**src/rtl/histogram_builder_if.sv**
```systemverilog
// Pixel stream, bin-array port and dump stream of the histogram controller.
// master is the controller side, slave is the surrounding datapath side.
interface histogram_builder_if;
  logic        pix_valid;
  logic [7:0]  pix_data;
  logic        pix_last;
  logic        pix_ready;
  logic        arr_wr_en;
  logic [7:0]  arr_index;
  logic [15:0] arr_wr_val;
  logic [15:0] arr_rd_val;
  logic        dump_valid;
  logic [7:0]  dump_bin;
  logic [15:0] dump_count;

  modport master (
    input  pix_valid, pix_data, pix_last, arr_rd_val,
    output pix_ready, arr_wr_en, arr_index, arr_wr_val, dump_valid, dump_bin, dump_count
  );
  modport slave (
    output pix_valid, pix_data, pix_last, arr_rd_val,
    input  pix_ready, arr_wr_en, arr_index, arr_wr_val, dump_valid, dump_bin, dump_count
  );
endinterface

```
**src/rtl/histogram_builder.sv**
```systemverilog
// Frame histogram controller: clears 256 bins, accumulates pixels by
// read-modify-write into the external bin array, then streams all bins out.
module histogram_builder (
  input  logic                       clk,
  input  logic                       rst_n,
  input  logic                       start,
  histogram_builder_if.master        bus,
  output logic                       busy,
  output logic                       done
);
  typedef enum logic [2:0] {IDLE, CLEAR, ACC_RD, ACC_WR, DUMP, DRAIN} state_t;

  state_t      state;
  logic [7:0]  cnt, hold_idx, dump_bin_q;
  logic        hold_last, dump_valid_q, done_q;
  logic        wr_en;
  logic [7:0]  index;
  logic [15:0] wr_val;

  always_ff @(posedge clk or negedge rst_n) begin
    if (!rst_n) begin
      state        <= IDLE;
      cnt          <= '0;
      hold_idx     <= '0;
      hold_last    <= 1'b0;
      dump_bin_q   <= '0;
      dump_valid_q <= 1'b0;
      done_q       <= 1'b0;
    end else begin
      done_q <= 1'b0;
      case (state)
        IDLE: if (start) begin
          state <= CLEAR;
          cnt   <= '0;
        end
        CLEAR: begin
          cnt <= cnt + 8'd1;
          if (cnt == 8'hFF) state <= ACC_RD;
        end
        ACC_RD: if (bus.pix_valid) begin
          hold_idx  <= bus.pix_data;
          hold_last <= bus.pix_last;
          state     <= ACC_WR;
        end
        ACC_WR: begin
          if (hold_last) begin
            state <= DUMP;
            cnt   <= '0;
          end else begin
            state <= ACC_RD;
          end
        end
        DUMP: begin
          dump_valid_q <= 1'b1;
          dump_bin_q   <= cnt;
          cnt          <= cnt + 8'd1;
          if (cnt == 8'hFF) state <= DRAIN;
        end
        // bin-255 beat is on the bus during this cycle
        DRAIN: begin
          dump_valid_q <= 1'b0;
          done_q       <= 1'b1;
          state        <= IDLE;
        end
        default: state <= IDLE;
      endcase
    end
  end

  always_comb begin
    wr_en  = 1'b0;
    index  = '0;
    wr_val = '0;
    case (state)
      CLEAR:  begin wr_en = 1'b1; index = cnt; end
      ACC_RD: index = bus.pix_data;
      // increment saturates so a full bin never wraps back to zero
      ACC_WR: begin
        wr_en  = 1'b1;
        index  = hold_idx;
        wr_val = (bus.arr_rd_val == 16'hFFFF) ? 16'hFFFF : bus.arr_rd_val + 16'd1;
      end
      DUMP:   index = cnt;
      default: ;
    endcase
  end

  assign bus.arr_wr_en  = wr_en;
  assign bus.arr_index  = index;
  assign bus.arr_wr_val = wr_val;
  assign bus.pix_ready  = (state == ACC_RD);
  assign bus.dump_valid = dump_valid_q;
  assign bus.dump_bin   = dump_bin_q;
  assign bus.dump_count = bus.arr_rd_val;
  assign busy           = (state != IDLE);
  assign done           = done_q;
endmodule
```
**src/flat_wrapper.sv**
```systemverilog
// flat-port wrapper written by rule: the top's interface ports become plain ports
module histogram_builder_flat 
  (clk, rst_n, start, busy, done, bus_pix_valid, bus_pix_data, bus_pix_last, bus_arr_rd_val, bus_pix_ready, bus_arr_wr_en, bus_arr_index, bus_arr_wr_val, bus_dump_valid, bus_dump_bin, bus_dump_count);
  histogram_builder_if bus_i ();
  input  logic clk;
  input  logic rst_n;
  input  logic start;
  output logic busy;
  output logic done;
  input wire logic [$bits(bus_i.pix_valid)-1:0] bus_pix_valid;
  input wire logic [$bits(bus_i.pix_data)-1:0] bus_pix_data;
  input wire logic [$bits(bus_i.pix_last)-1:0] bus_pix_last;
  input wire logic [$bits(bus_i.arr_rd_val)-1:0] bus_arr_rd_val;
  output wire logic [$bits(bus_i.pix_ready)-1:0] bus_pix_ready;
  output wire logic [$bits(bus_i.arr_wr_en)-1:0] bus_arr_wr_en;
  output wire logic [$bits(bus_i.arr_index)-1:0] bus_arr_index;
  output wire logic [$bits(bus_i.arr_wr_val)-1:0] bus_arr_wr_val;
  output wire logic [$bits(bus_i.dump_valid)-1:0] bus_dump_valid;
  output wire logic [$bits(bus_i.dump_bin)-1:0] bus_dump_bin;
  output wire logic [$bits(bus_i.dump_count)-1:0] bus_dump_count;
  assign bus_i.pix_valid = bus_pix_valid;
  assign bus_i.pix_data = bus_pix_data;
  assign bus_i.pix_last = bus_pix_last;
  assign bus_i.arr_rd_val = bus_arr_rd_val;
  assign bus_pix_ready = bus_i.pix_ready;
  assign bus_arr_wr_en = bus_i.arr_wr_en;
  assign bus_arr_index = bus_i.arr_index;
  assign bus_arr_wr_val = bus_i.arr_wr_val;
  assign bus_dump_valid = bus_i.dump_valid;
  assign bus_dump_bin = bus_i.dump_bin;
  assign bus_dump_count = bus_i.dump_count;
  histogram_builder u_core (.clk(clk), .rst_n(rst_n), .start(start), .bus(bus_i), .busy(busy), .done(done));
endmodule
```
**config.mk**
```make
export PLATFORM = sky130hd
export DESIGN_NAME = histogram_builder_flat
export DESIGN_NICKNAME = d
export VERILOG_FILES = /design/src/rtl/histogram_builder_if.sv /design/src/rtl/histogram_builder.sv /design/src/flat_wrapper.sv
export SDC_FILE = /design/constraint.sdc
export NUM_CORES = 1
export LEC_CHECK = 0
export CORE_MARGIN = 4
export CORE_UTILIZATION = 35
export DETAILED_ROUTE_END_ITERATION = 10
export GPL_ROUTABILITY_DRIVEN = 0
export PLACE_DENSITY_LB_ADDON = 0.25
export REMOVE_ABC_BUFFERS = 1
export SKIP_LAST_GASP = 1
export SLEW_MARGIN = 20
export SYNTH_ARGS = -nofsm -noshare
export SYNTH_HDL_FRONTEND = slang
export SYNTH_SLANG_ARGS = --single-unit
```
**constraint.sdc**
```tcl
create_clock -name clk -period 2.4 [get_ports clk]
set_input_delay 0.24 -clock clk [delete_from_list [all_inputs] [get_ports clk]]
set_output_delay 0.24 -clock clk [all_outputs]
set_load 0.02 [all_outputs]
```
Yosys cells after proc, flatten, opt, wreduce, memory -nomap -nowiden
Cells that the tools add are included.

operators by class
  equality and inequality tests = 12
  reductions and logical operators = 9
  $add $sub $neg = 2
  multiplexer cells = 15

operator list
  kind                                                                      count
  8-bit one-hot mux with 3 select lines                                     2
  16-bit two-way mux                                                        2
  16-bit by 1-bit adder with 16-bit output (second input constant)          1
  16-bit == test (second input constant)                                    1
  8-bit two-way mux                                                         2
  3-bit two-way mux                                                         5
  3-bit one-hot mux with 5 select lines                                     1
  8-bit by 1-bit adder with 8-bit output (second input constant)            1
  8-bit == test (second input constant)                                     1
  3-bit by 2-bit == test with 1-bit output (second input constant)          2
  3-bit == test (second input constant)                                     2
  2-bit by 1-bit inequality test with 1-bit output (second input constant)  3
  3-bit nonzero test                                                        2
  2-bit inequality test (second input constant)                             2
  4-bit AND reduction                                                       1
  2-bit OR reduction                                                        2
  3-bit by 1-bit == test with 1-bit output (second input constant)          1
  3-bit logical NOT                                                         1
  3-bit AND reduction                                                       1
  1-bit two-way mux                                                         2
  1-bit one-hot mux with 2 select lines                                     1
  2-bit AND reduction                                                       1
  2-bit nonzero test                                                        1

storage, ports and cells
  output and inout port bits = 53
  word-level logic and storage cells = 45
  flip-flop bits (word level) = 30
  input port bits = 29

Logic depth before layout (Yosys ltp)
Gate-level depths: netlist of run 1.

  depth after elaboration = 4
  depth in mapped cells = 6
  gate-level depth less buffers = 5

Worst setup path after synthesis of run 1
OpenSTA, ideal clock, no wires.

  path kind = input -> output
  start point = in bus_arr_rd_val[0]
  end point = out bus_arr_wr_val[10]
  buffers on the path = 1
  slack = 552 ps
  arrival = 1608 ps
  stages = 6
  cells stage by stage = ha_1 -> nand3_1 -> nor4_1 -> nand4_1 -> clkbuf_1 -> a21oi_1

between the ends
  longest elaborated chain between the ends = 3
  elaborated cells between the ends (all ways) = 4

RTL lines
  element                                                                     line                     source
  start: declaration                                                          flat_wrapper.sv:13       input wire logic [$bits(bus_i.arr_rd_val)-1:0] bus_arr_rd_val;
  16-bit by 1-bit adder with 16-bit output or 16-bit == test (tied branches)  histogram_builder.sv:81  wr_val = (bus.arr_rd_val == 16'hFFFF) ? 16'hFFFF : bus.arr_rd_val + 16'd1;
  16-bit two-way mux (*)                                                      histogram_builder.sv:81
  16-bit two-way mux (*)                                                      histogram_builder.sv:74  case (state)
  end: declaration                                                            flat_wrapper.sv:17       output wire logic [$bits(bus_i.arr_wr_val)-1:0] bus_arr_wr_val;

Mark *: on every way between the ends. The rest lies on a longest branch, timed or not.

Worst setup path in the final report of run 1
  start point = in bus_arr_rd_val[1]
  end point = out bus_arr_wr_val[13]

Same word-level chain as after synthesis.

==> implementation parameters, run 1 <==
Parameter                              Value

Status
  Status    finished with violations
  Violations in the final reports    negative setup slack

Synthesis
  Sequential element share of the synthesized area    36.8%
  FF+latch count, synth    30
  Synth Flop Type    sky130_fd_sc_hd__dfrtp_1
  Post-synthesis cell type with the largest combined area    sky130_fd_sc_hd__dfrtp_1
  Number of distinct library cells after synthesis    42
  Mapped cell area    2040 sq um
  Cells after synthesis    234
  Avg Synthesized Cell Area    8.71 sq um
  Area share of the largest cell type after synthesis    36.8%
  Post-synthesis async set-or-reset flop share    100%
  Number of enable-type register cells in the synthesized netlist    0
  Syn. warnings    0
  Area contributors post-synth    sky130_fd_sc_hd__dfrtp_1, sky130_fd_sc_hd__buf_4, sky130_fd_sc_hd__mux2_1

Route
  Via count    2024
  Number of vias per cell after detailed routing    5.02
  First drt pass iteration count    4
  Antenna-violating nets left    0
  DRC marker count from the first detailed-route iteration    81
  Detailed Route WL    5.97 mm
  DR DRC count    0
  Routed wire length per instance    14.8 um

Min path
  Class of the most critical hold timing path    in -> async

Clock network
  Clock-pin transition on the worst setup and hold timing paths    0.07 ns
  Cts bufs inserted    5
  Cell at the root of the clock tree    sky130_fd_sc_hd__clkbuf_8
  Sink count of the clock tree    30
  Maximum buffer depth of the clock tree    2
  Level count of the clock H-tree    2
  CTS tree    done
  Number of setup buffers added after CTS    0
  Clock latency at the later pin of the worst-skew pair    0.28 ns

STA
  Setup Skew    0.00509 ns
  Post-layout worst setup margin    -0.00656 ns
  Worst-case headroom to the max-slew limit    63.3%
  Final hold violation count    0
  Fmax    416 MHz
  Slew at the pin closest to its max-slew limit    0.550 ns
  Finish-stage setup viols    1
  Pins Over Slew Limit    0
  Post-layout min period    2.41 ns
  Worst hold margin    0.346 ns
  Tcrit/Tclk final    100%
  Unrepaired setup endpoints after global routing    yes

Finish
  Seq. cell area    752 sq um
  Fraction of layout cells with a size suffix above 1    20.8%
  # fillers    522
  Nets    361
  Non-filler instance count after layout    403
  # diodes    0
  Area of the multi-input gates    1060 sq um
  Final core utilization    55.2%
  Layout area overhead    51.0%
  Post-Layout Inst Area    3080 sq um

GRT
  Initial antenna violation count    0
  Remaining global-route overflow    0
  Pin count of the biggest net entering global routing    31
  Total Routing Usage GR    16.5%
  Wire length of the first global-routing pass    9.47 mm
  Number of global-route vias before repair    1850

Worst setup path
  Critical-path maximum fanout    13
  Endpoint of the most critical register-to-register path    u_core.state[0]
  Crit-path max cell delay    0.50 ns
  Critical path arrival    2.17 ns
  End point of the critical path    bus_arr_wr_val[13]
  Cells along the critical path    clkdlybuf4s50_1 > ha_1 > nand3_1 > nor4_1 > nand4_1 > buf_4 > a21oi_1 > clkdlybuf4s15_1
  Worst setup slack for register-to-register paths    0.34 ns
  Setup crit start    bus_arr_rd_val[1]
  Path type of the worst setup path    in -> out
  Number of cells on the worst reg-to-reg path    6
  Nature of the critical path endpoint    output port
  CP max-delay cell    sky130_fd_sc_hd__clkdlybuf4s50_1
  Required time at the endpoint of the critical path    2.16 ns
  Type of origin of the critical path    primary input
  Reg2Reg Launch Point    u_core.state[0]

Run
  Max-cap violation count    0

Die
  CORE AREA    5570 sq um
  Rows    27
  Floorplan die area    7110 sq um
  Overall die height    84.3 um
  I/O pin cnt    82
  Die W    84.3 um
  Effective utilization at floorplan    36.6%

Placement
  Placed Cells    395
  HPWL Detailed    4.68 mm
  Total cell area at the placement stage    3030 sq um
  Count of input and output buffers    81

Pwr
  Worst ir drop on vdd    0.000620 V
  Static leakage power    0.00145 uW
  PD cells    950 nW/um^2
  Final Power    2920 uW
-- repair_timing --
item / CTS / global route
hold buffers: 0 / 0
setup endpoints to repair: 19 / 23
gates cloned: 0 / 0
gates resized for setup: 20 / 33
-- where the power goes --
| group | switching, uW | internal (uW) | total, uW |
|---|---|---|---|
| Clock | 187 | 231 | 418 |
| Sequential | 125 | 673 | 798 |
| Combinational | 913 | 792 | 1710 |
-- state kept, by name (all words and copies together) (netlist names) --
register / count
u_core.state: 3
u_core.cnt: 8
u_core.bus.dump_bin: 8
u_core.hold_last: 1
u_core.hold_idx: 8
u_core.done: 1
u_core.bus.dump_valid: 1
-- placed cells by master (no fill, tap or decap), drive strengths merged, types with 3 or more instances in the layout --
cell	n
o21ai	23
nor4	5
a22oi	8
dfrtp	30
nand4	3
a21oi	14
clkbuf	20
mux2	18
xnor2	11
nor3	6
inv	14
clkdlybuf4s50	57
dlymetal6s2s	8
nor2	12
nand3	10
a21o	3
buf	35
nand2	18
and3	6
-- cell usage after synthesis, types with 3 or more instances --
| cell | n |
|---|---|
| sky130_fd_sc_hd__mux2_2 | 8 |
| sky130_fd_sc_hd__buf_2 | 4 |
| sky130_fd_sc_hd__nand4_1 | 3 |
| sky130_fd_sc_hd__nor3_1 | 6 |
| sky130_fd_sc_hd__a21oi_1 | 14 |
| sky130_fd_sc_hd__xnor2_1 | 11 |
| sky130_fd_sc_hd__nor2_1 | 12 |
| sky130_fd_sc_hd__clkbuf_1 | 5 |
| sky130_fd_sc_hd__nand3_1 | 9 |
| sky130_fd_sc_hd__nand2_1 | 18 |
| sky130_fd_sc_hd__and3_1 | 6 |
| sky130_fd_sc_hd__dfrtp_1 | 30 |
| sky130_fd_sc_hd__inv_1 | 14 |
| sky130_fd_sc_hd__o21ai_0 | 19 |
| sky130_fd_sc_hd__buf_4 | 17 |
| sky130_fd_sc_hd__mux2_1 | 10 |
| sky130_fd_sc_hd__a22oi_1 | 8 |
| sky130_fd_sc_hd__a21o_1 | 3 |
| sky130_fd_sc_hd__o21ai_1 | 4 |
| sky130_fd_sc_hd__nor4_1 | 4 |
-- logic make-up after synthesis --
group                      Yosys count  synth area share, %
AOI/OAI and AO/OA                   59                 17.5
xor gates and xnor gates            13                 5.59
adders and majority gates            2                 1.23
buffers and inverters               41                 10.9
DFF                                 30                 36.8
muxes                               18                 9.95
and+or+nand+nor                     71                 18.0
-- critical path: cells and delay by family --
| kind | cells | cell delay, ns |
|---|---|---|
| AOI/OAI and AO/OA | 1 | 0.16 |
| adders and majority gates | 1 | 0.18 |
| buffers and inverters | 3 | 1.03 |
| and+or+nand+nor | 3 | 0.55 |
-- worst min path at each step --
stage	slack [ns]	cells past startpoint	end
floorplan	-0.06	0	u_core.bus.dump_bin[0]
global placement	0.46	1	u_core.hold_idx[5]
detailed placement	0.47	1	u_core.hold_idx[7]
CTS	0.35	2	u_core.hold_idx[1]
global route	0.38	2	u_core.hold_idx[2]
finish	0.35	2	u_core.hold_idx[2]
-- through the flow --
stage | TNS, ns | worst slack, ns
floorplan | 0 | 0.364
global placement | -3.23 | -0.232
detailed placement | -3.97 | -0.286
CTS | -0.0196 | -0.0196
global route | -0.163 | -0.137
finish | -0.00656 | -0.00656
-- area by class of cell --
class	count	share of cell area [%]
sequential	30	24.4
multi-input combinational	163	34.6
clock buffer	7	2.81
inverter	14	1.71
tap	72	2.93
clock inverter	1	0.163
timing repair buffer	116	33.3
-- layer usage --
layer  up-vias  global-route usage [%]  share of wire (%)
met5         -                       0                  0
met4         0                    4.82               0.89
met3         5                    3.93                5.5
met2        60                    25.1                 45
met1       948                    23.3                 48
li1       1011                       -                  -
Power figures use the tool's default switching activity.
==> run 2: changes to the inputs <==
Settings changed: CTS_CLUSTER_DIAMETER set to 120.
==> results of run 2 <==
No change in the layout: final DEF, timing and power equal those of run 1.
